File: config.mk
export PLATFORM = sky130hd
export DESIGN_NAME = gray2bin_seq_conv
export DESIGN_NICKNAME = d
export VERILOG_FILES = /design/src/rtl/gray2bin_seq_conv.sv
export SDC_FILE = /design/constraint.sdc
export NUM_CORES = 1
export LEC_CHECK = 0
export CORE_ASPECT_RATIO = 1.5
export CORE_MARGIN = 4
export CORE_UTILIZATION = 35
export CTS_CLUSTER_DIAMETER = 100
export DETAILED_ROUTE_END_ITERATION = 6
export MAX_ROUTING_LAYER = met4
export PLACE_DENSITY_LB_ADDON = 0.05
export SLEW_MARGIN = 20
export SYNTH_ARGS = -nofsm -noshare
export SYNTH_HDL_FRONTEND = slang
export SYNTH_SLANG_ARGS = --single-unit
File: constraint.sdc
create_clock -name clk -period 3.1 [get_ports clk]
set_input_delay 0.31 -clock clk [delete_from_list [all_inputs] [get_ports clk]]
set_output_delay 0.31 -clock clk [all_outputs]
set_load 0.005 [all_outputs]
File: src/rtl/gray2bin_seq_conv.sv
// Bit-serial Gray-to-binary decoder: a start strobe captures a Gray word, one
// binary bit is resolved per cycle MSB first, and done pulses with the result.
module gray2bin_seq_conv #(
    parameter int WIDTH = 8
) (
    input  logic             clk,
    input  logic             rst_n,
    input  logic             start,
    input  logic [WIDTH-1:0] gray_in,
    output logic             busy,
    output logic             done,
    output logic [WIDTH-1:0] bin_out
);

    localparam int CNT_W = $clog2(WIDTH);
    localparam logic [CNT_W-1:0] CNT_MAX  = CNT_W'(WIDTH - 1);
    localparam logic [CNT_W-1:0] CNT_ZERO = {CNT_W{1'b0}};
    localparam logic [CNT_W-1:0] CNT_ONE  = CNT_W'(1);

    typedef enum logic [1:0] {
        ST_IDLE     = 2'd0,
        ST_CONVERT  = 2'd1,
        ST_COMPLETE = 2'd2
    } state_t;

    state_t           state_r;
    state_t           state_s;
    logic [WIDTH-1:0] gray_reg_r;
    logic [WIDTH-1:0] gray_reg_s;
    logic [WIDTH-1:0] work_reg_r;
    logic [WIDTH-1:0] work_reg_s;
    logic [CNT_W-1:0] cnt_r;
    logic [CNT_W-1:0] cnt_s;
    logic             busy_r;
    logic             busy_s;
    logic             done_r;
    logic             done_s;
    logic [WIDTH-1:0] bin_out_r;
    logic [WIDTH-1:0] bin_out_s;

    // Resolved bit for the current position; work_up_s[i] is the already
    // resolved neighbour work_reg_r[i+1].
    logic [WIDTH-1:0] work_up_s;
    logic             res_bit_s;

    assign work_up_s = {1'b0, work_reg_r[WIDTH-1:1]};

    // Select the binary bit being resolved this cycle.
    always_comb begin
        res_bit_s = 1'b0;
        if (cnt_r == CNT_MAX) begin
            res_bit_s = gray_reg_r[cnt_r];
        end else begin
            res_bit_s = work_up_s[cnt_r] ^ gray_reg_r[cnt_r];
        end
    end

    // Next-state and datapath update for the sequencer.
    always_comb begin
        state_s    = state_r;
        gray_reg_s = gray_reg_r;
        work_reg_s = work_reg_r;
        cnt_s      = cnt_r;
        busy_s     = busy_r;
        done_s     = 1'b0;
        bin_out_s  = bin_out_r;
        case (state_r)
            ST_IDLE: begin
                if (start) begin
                    gray_reg_s = gray_in;
                    work_reg_s = {WIDTH{1'b0}};
                    cnt_s      = CNT_MAX;
                    busy_s     = 1'b1;
                    state_s    = ST_CONVERT;
                end else begin
                    busy_s  = 1'b0;
                    state_s = ST_IDLE;
                end
            end
            ST_CONVERT: begin
                busy_s            = 1'b1;
                work_reg_s[cnt_r] = res_bit_s;
                if (cnt_r == CNT_ZERO) begin
                    // Bit 0 lands in the same edge that publishes the word.
                    bin_out_s = work_reg_s;
                    done_s    = 1'b1;
                    state_s   = ST_COMPLETE;
                end else begin
                    cnt_s   = cnt_r - CNT_ONE;
                    state_s = ST_CONVERT;
                end
            end
            ST_COMPLETE: begin
                busy_s  = 1'b0;
                done_s  = 1'b0;
                state_s = ST_IDLE;
            end
            default: begin
                busy_s  = 1'b0;
                done_s  = 1'b0;
                state_s = ST_IDLE;
            end
        endcase
    end

    // State and datapath registers with asynchronous clear.
    always_ff @(posedge clk or negedge rst_n) begin
        if (!rst_n) begin
            state_r    <= ST_IDLE;
            gray_reg_r <= {WIDTH{1'b0}};
            work_reg_r <= {WIDTH{1'b0}};
            cnt_r      <= CNT_ZERO;
            busy_r     <= 1'b0;
            done_r     <= 1'b0;
            bin_out_r  <= {WIDTH{1'b0}};
        end else begin
            state_r    <= state_s;
            gray_reg_r <= gray_reg_s;
            work_reg_r <= work_reg_s;
            cnt_r      <= cnt_s;
            busy_r     <= busy_s;
            done_r     <= done_s;
            bin_out_r  <= bin_out_s;
        end
    end

    assign busy    = busy_r;
    assign done    = done_r;
    assign bin_out = bin_out_r;

endmodule

==> out/results.txt <==
Routed WL: 3190 um
Outcome: finished clean
Finished Core Util: 43.7%
Synthesized area: 1560 um2
Synth area leaders: dfrtp_1, mux2_2, o21ai_0
DRT iter0 DRCs: 17
Clk slew on worst S/H paths: 60 ps
First-pass GRT wire length: 5530 um
Nets: 196
Startpoint Class: flip-flop
Yosys warnings: 0
Switching part of the total power: 38.9%
Mapped Nets: 173
CP max FO: 16
Maximum buffer depth of the clock tree: 2
Slew @ Worst Pin: 680 ps
Site Rows: 29
Via count: 1174
Final GP Congestion: 0.851
Worst Hold Class: input port to asynchronous set/reset pin
Power density over the cells: 972 nW/um2
Clock period minus final worst setup slack: 2210 ps
Yosys top cell area share: 49.9%
Largest family of logic cells by synthesized area: simple AND/OR/NAND/NOR gates
Die area: 5600 um2
Maximum capacitance violations: 0
Crit share post-route: 71.4%
Diodes inserted: 0
DR pass1 iterations: 4
Comb power frac: 45.6%
Clock Skew: 2.30 ps
Distinct cell type count after synthesis: 36
DRC Markers: 0
Synthesized instance count: 159
Worst IR Drop VDD: 0.481 mV
Achievable frequency: 452 MHz
Most common cell after layout, fill and taps aside: dfrtp_1
Compound-cell area share of the yosys netlist: 14.6%
Mux share of post-synthesis cell area: 9.65%
Clk network pwr share: 15.5%
CTS Hold Bufs: 0
Area growth syn-to-layout: 20.3%
Total Routing Usage GR: 13.2%
Final HPWL DP: 2440 um
P_leak: 0.000827 uW
Critical path type: flip-flop to flip-flop
Post-DR vias/cell: 5.17
Total gr overflow: 0
Relative slew slack: 54.6%
Root Buffer: clkbuf_8
Largest net degree at the start of global routing: 32
I/O pins: 21
Number of global-route vias before repair: 1163
Xor/xnor share of the synthesized area: 1.13%
Setup Buffers After CTS: 0
Net Switching: 707 uW
Fillers: 445
Arrival time worst endpoint: 2340 ps
Final std cells w/o fill: 227
Register area share after synthesis: 49.9%
Internal power: 1110 uW
RSZ-0062 raised after global routing: no
Synthesized area per cell: 9.78 um2
Element type at the critical path end: flip-flop
Seq pwr share: 38.9%
Worst-Skew Late Latency: 270 ps
Core ar.: 4280 um2
Required @ worst endpoint: 3230 ps
Commonest cells after routing, fill and taps aside: dfrtp_1, nand2_1, clkdlybuf4s50_1
Placed cells: 221
Share of layout cells above drive strength 1: 13.3%
CTS Sinks: 31
DR WL/cell: 14.1 um
Count of final hold-check violations: 0
Initial Util: 36.3%
Post-Synth Adder-Cell Area: 2.41%
Post-Synth Simple-Gate Area: 17.5%
Die width: 62.4 um
CTS tree: done
CTS H-Tree Depth: 2
Yosys reg bits: 31
IO buf count: 20
Setup violators final: 0
Num CTS Buffers: 5
Setup TNS: 0 ps
Antenna violations before repair: 0
Max-slew violations: 0
CTS-repair resized insts: 0
Antenna Nets Post-Route: 0
Post-synth top area cell: dfrtp_1
Die Height: 89.6 um
[path summary, 6_finish.rpt]
path | from | endpoint | slack [ps] | depth (start not counted)
setup / recovery | cnt_r[1] | work_reg_r[5] | 890 | 6
hold / removal | rst_n | state_r[0] | 430 | 2
setup reg to reg | cnt_r[1] | work_reg_r[5] | 890 | 6
hold reg to reg | bin_out[6] | bin_out[6] | 460 | 2
max in group asynchronous | rst_n | gray_reg_r[7] | 2390 | 2
min in group clk | bin_out[6] | bin_out[6] | 460 | 2
[cell usage after synthesis]
cell      count
mux2_2        8
nand2b_1      3
a21oi_1       8
or3b_2        1
clkinv_1      1
inv_1         6
nor3b_1       1
o21bai_1      1
a211o_1       1
a22oi_1       2
nor3_1        3
a211oi_2      1
buf_4         1
o211ai_1      1
nand3_1       4
o32ai_1       2
and4_1        1
dfrtp_1      31
nor2b_1       2
or2_2         2
buf_2         3
nand2_1      21
nor2_1       13
o21ai_0      17
nor3_2        1
ha_1          3
clkbuf_1      3
mux2i_1       6
o22ai_2       1
and3_1        2
o31ai_1       2
and3b_1       2
xnor2_1       2
o22ai_1       1
buf_6         1
inv_2         1
[worst max-delay path, stage by stage, from the launching register on]
cell	delay (ps)
dfrtp_1	520
ha_1	260
or3b_2	460
o22ai_1	170
nor3_2	60
xnor2_1	410
o21ai_0	190
[sequential cells by signal (all words and copies together), names as in the netlist]
name        count
state_r         2
bin_out         8
work_reg_r      8
done            1
cnt_r           3
gray_reg_r      8
busy            1
[layer usage]
metal	wire length [um]	part of all wire, %	vias up	GRT usage (%)
met1	1270	40	557	12.3
met5	0	0	-	-
met4	57	1.8	0	4.82
li1	-	-	589	-
met3	136	4.3	5	4.23
met2	1730	54	23	25.4
[power groups by stage]
stage / clock, uW / sequential, uW / combinational, uW
6_report: 281 / 708 / 829
5_1_grt: 317 / 740 / 932
4_1_cts: 295 / 711 / 842
3_5_place_dp: 0 / 719 / 841
3_3_place_gp: 0 / 710 / 834
2_1_floorplan: 0 / 662 / 634
[layout make-up]
| cell class | count | area, um2 | share of cell area (%) |
|---|---|---|---|
| sequential | 31 | 776 | 41.5 |
| inverter | 8 | 30.0 | 1.61 |
| multi-input combinational | 112 | 704 | 37.7 |
| clock buffer | 6 | 72.6 | 3.88 |
| tap | 46 | 57.6 | 3.08 |
| timing repair buffer | 24 | 230 | 12.3 |
[kinds of logic (layout without fill, tap and decap cells)]
kind of cell / count (synthesis) / count (layout)
flip-flops: 31 / 31
buffers and inverters: 16 / 38
AND/OR/NAND/NOR: 56 / 56
adder cells (fa/ha/maj): 3 / 3
XOR/XNOR: 2 / 2
AO/OA/AOI/OAI: 37 / 37
multiplexers: 14 / 14
[through the flow]
step | instance area [um2] | hold slack (ps) | worst slack, ps | total power, uW
after CTS | 1870 | 438 | 866 | 1850
after detailed placement | 1800 | 455 | 879 | 1560
after global routing | 1870 | 474 | 718 | 1990
after global placement | 1800 | 452 | 922 | 1540
final | 1870 | 426 | 886 | 1820
after floorplan | 1560 | 14.4 | 1290 | 1300
Note: power is estimated with default switching activity, not from simulation.
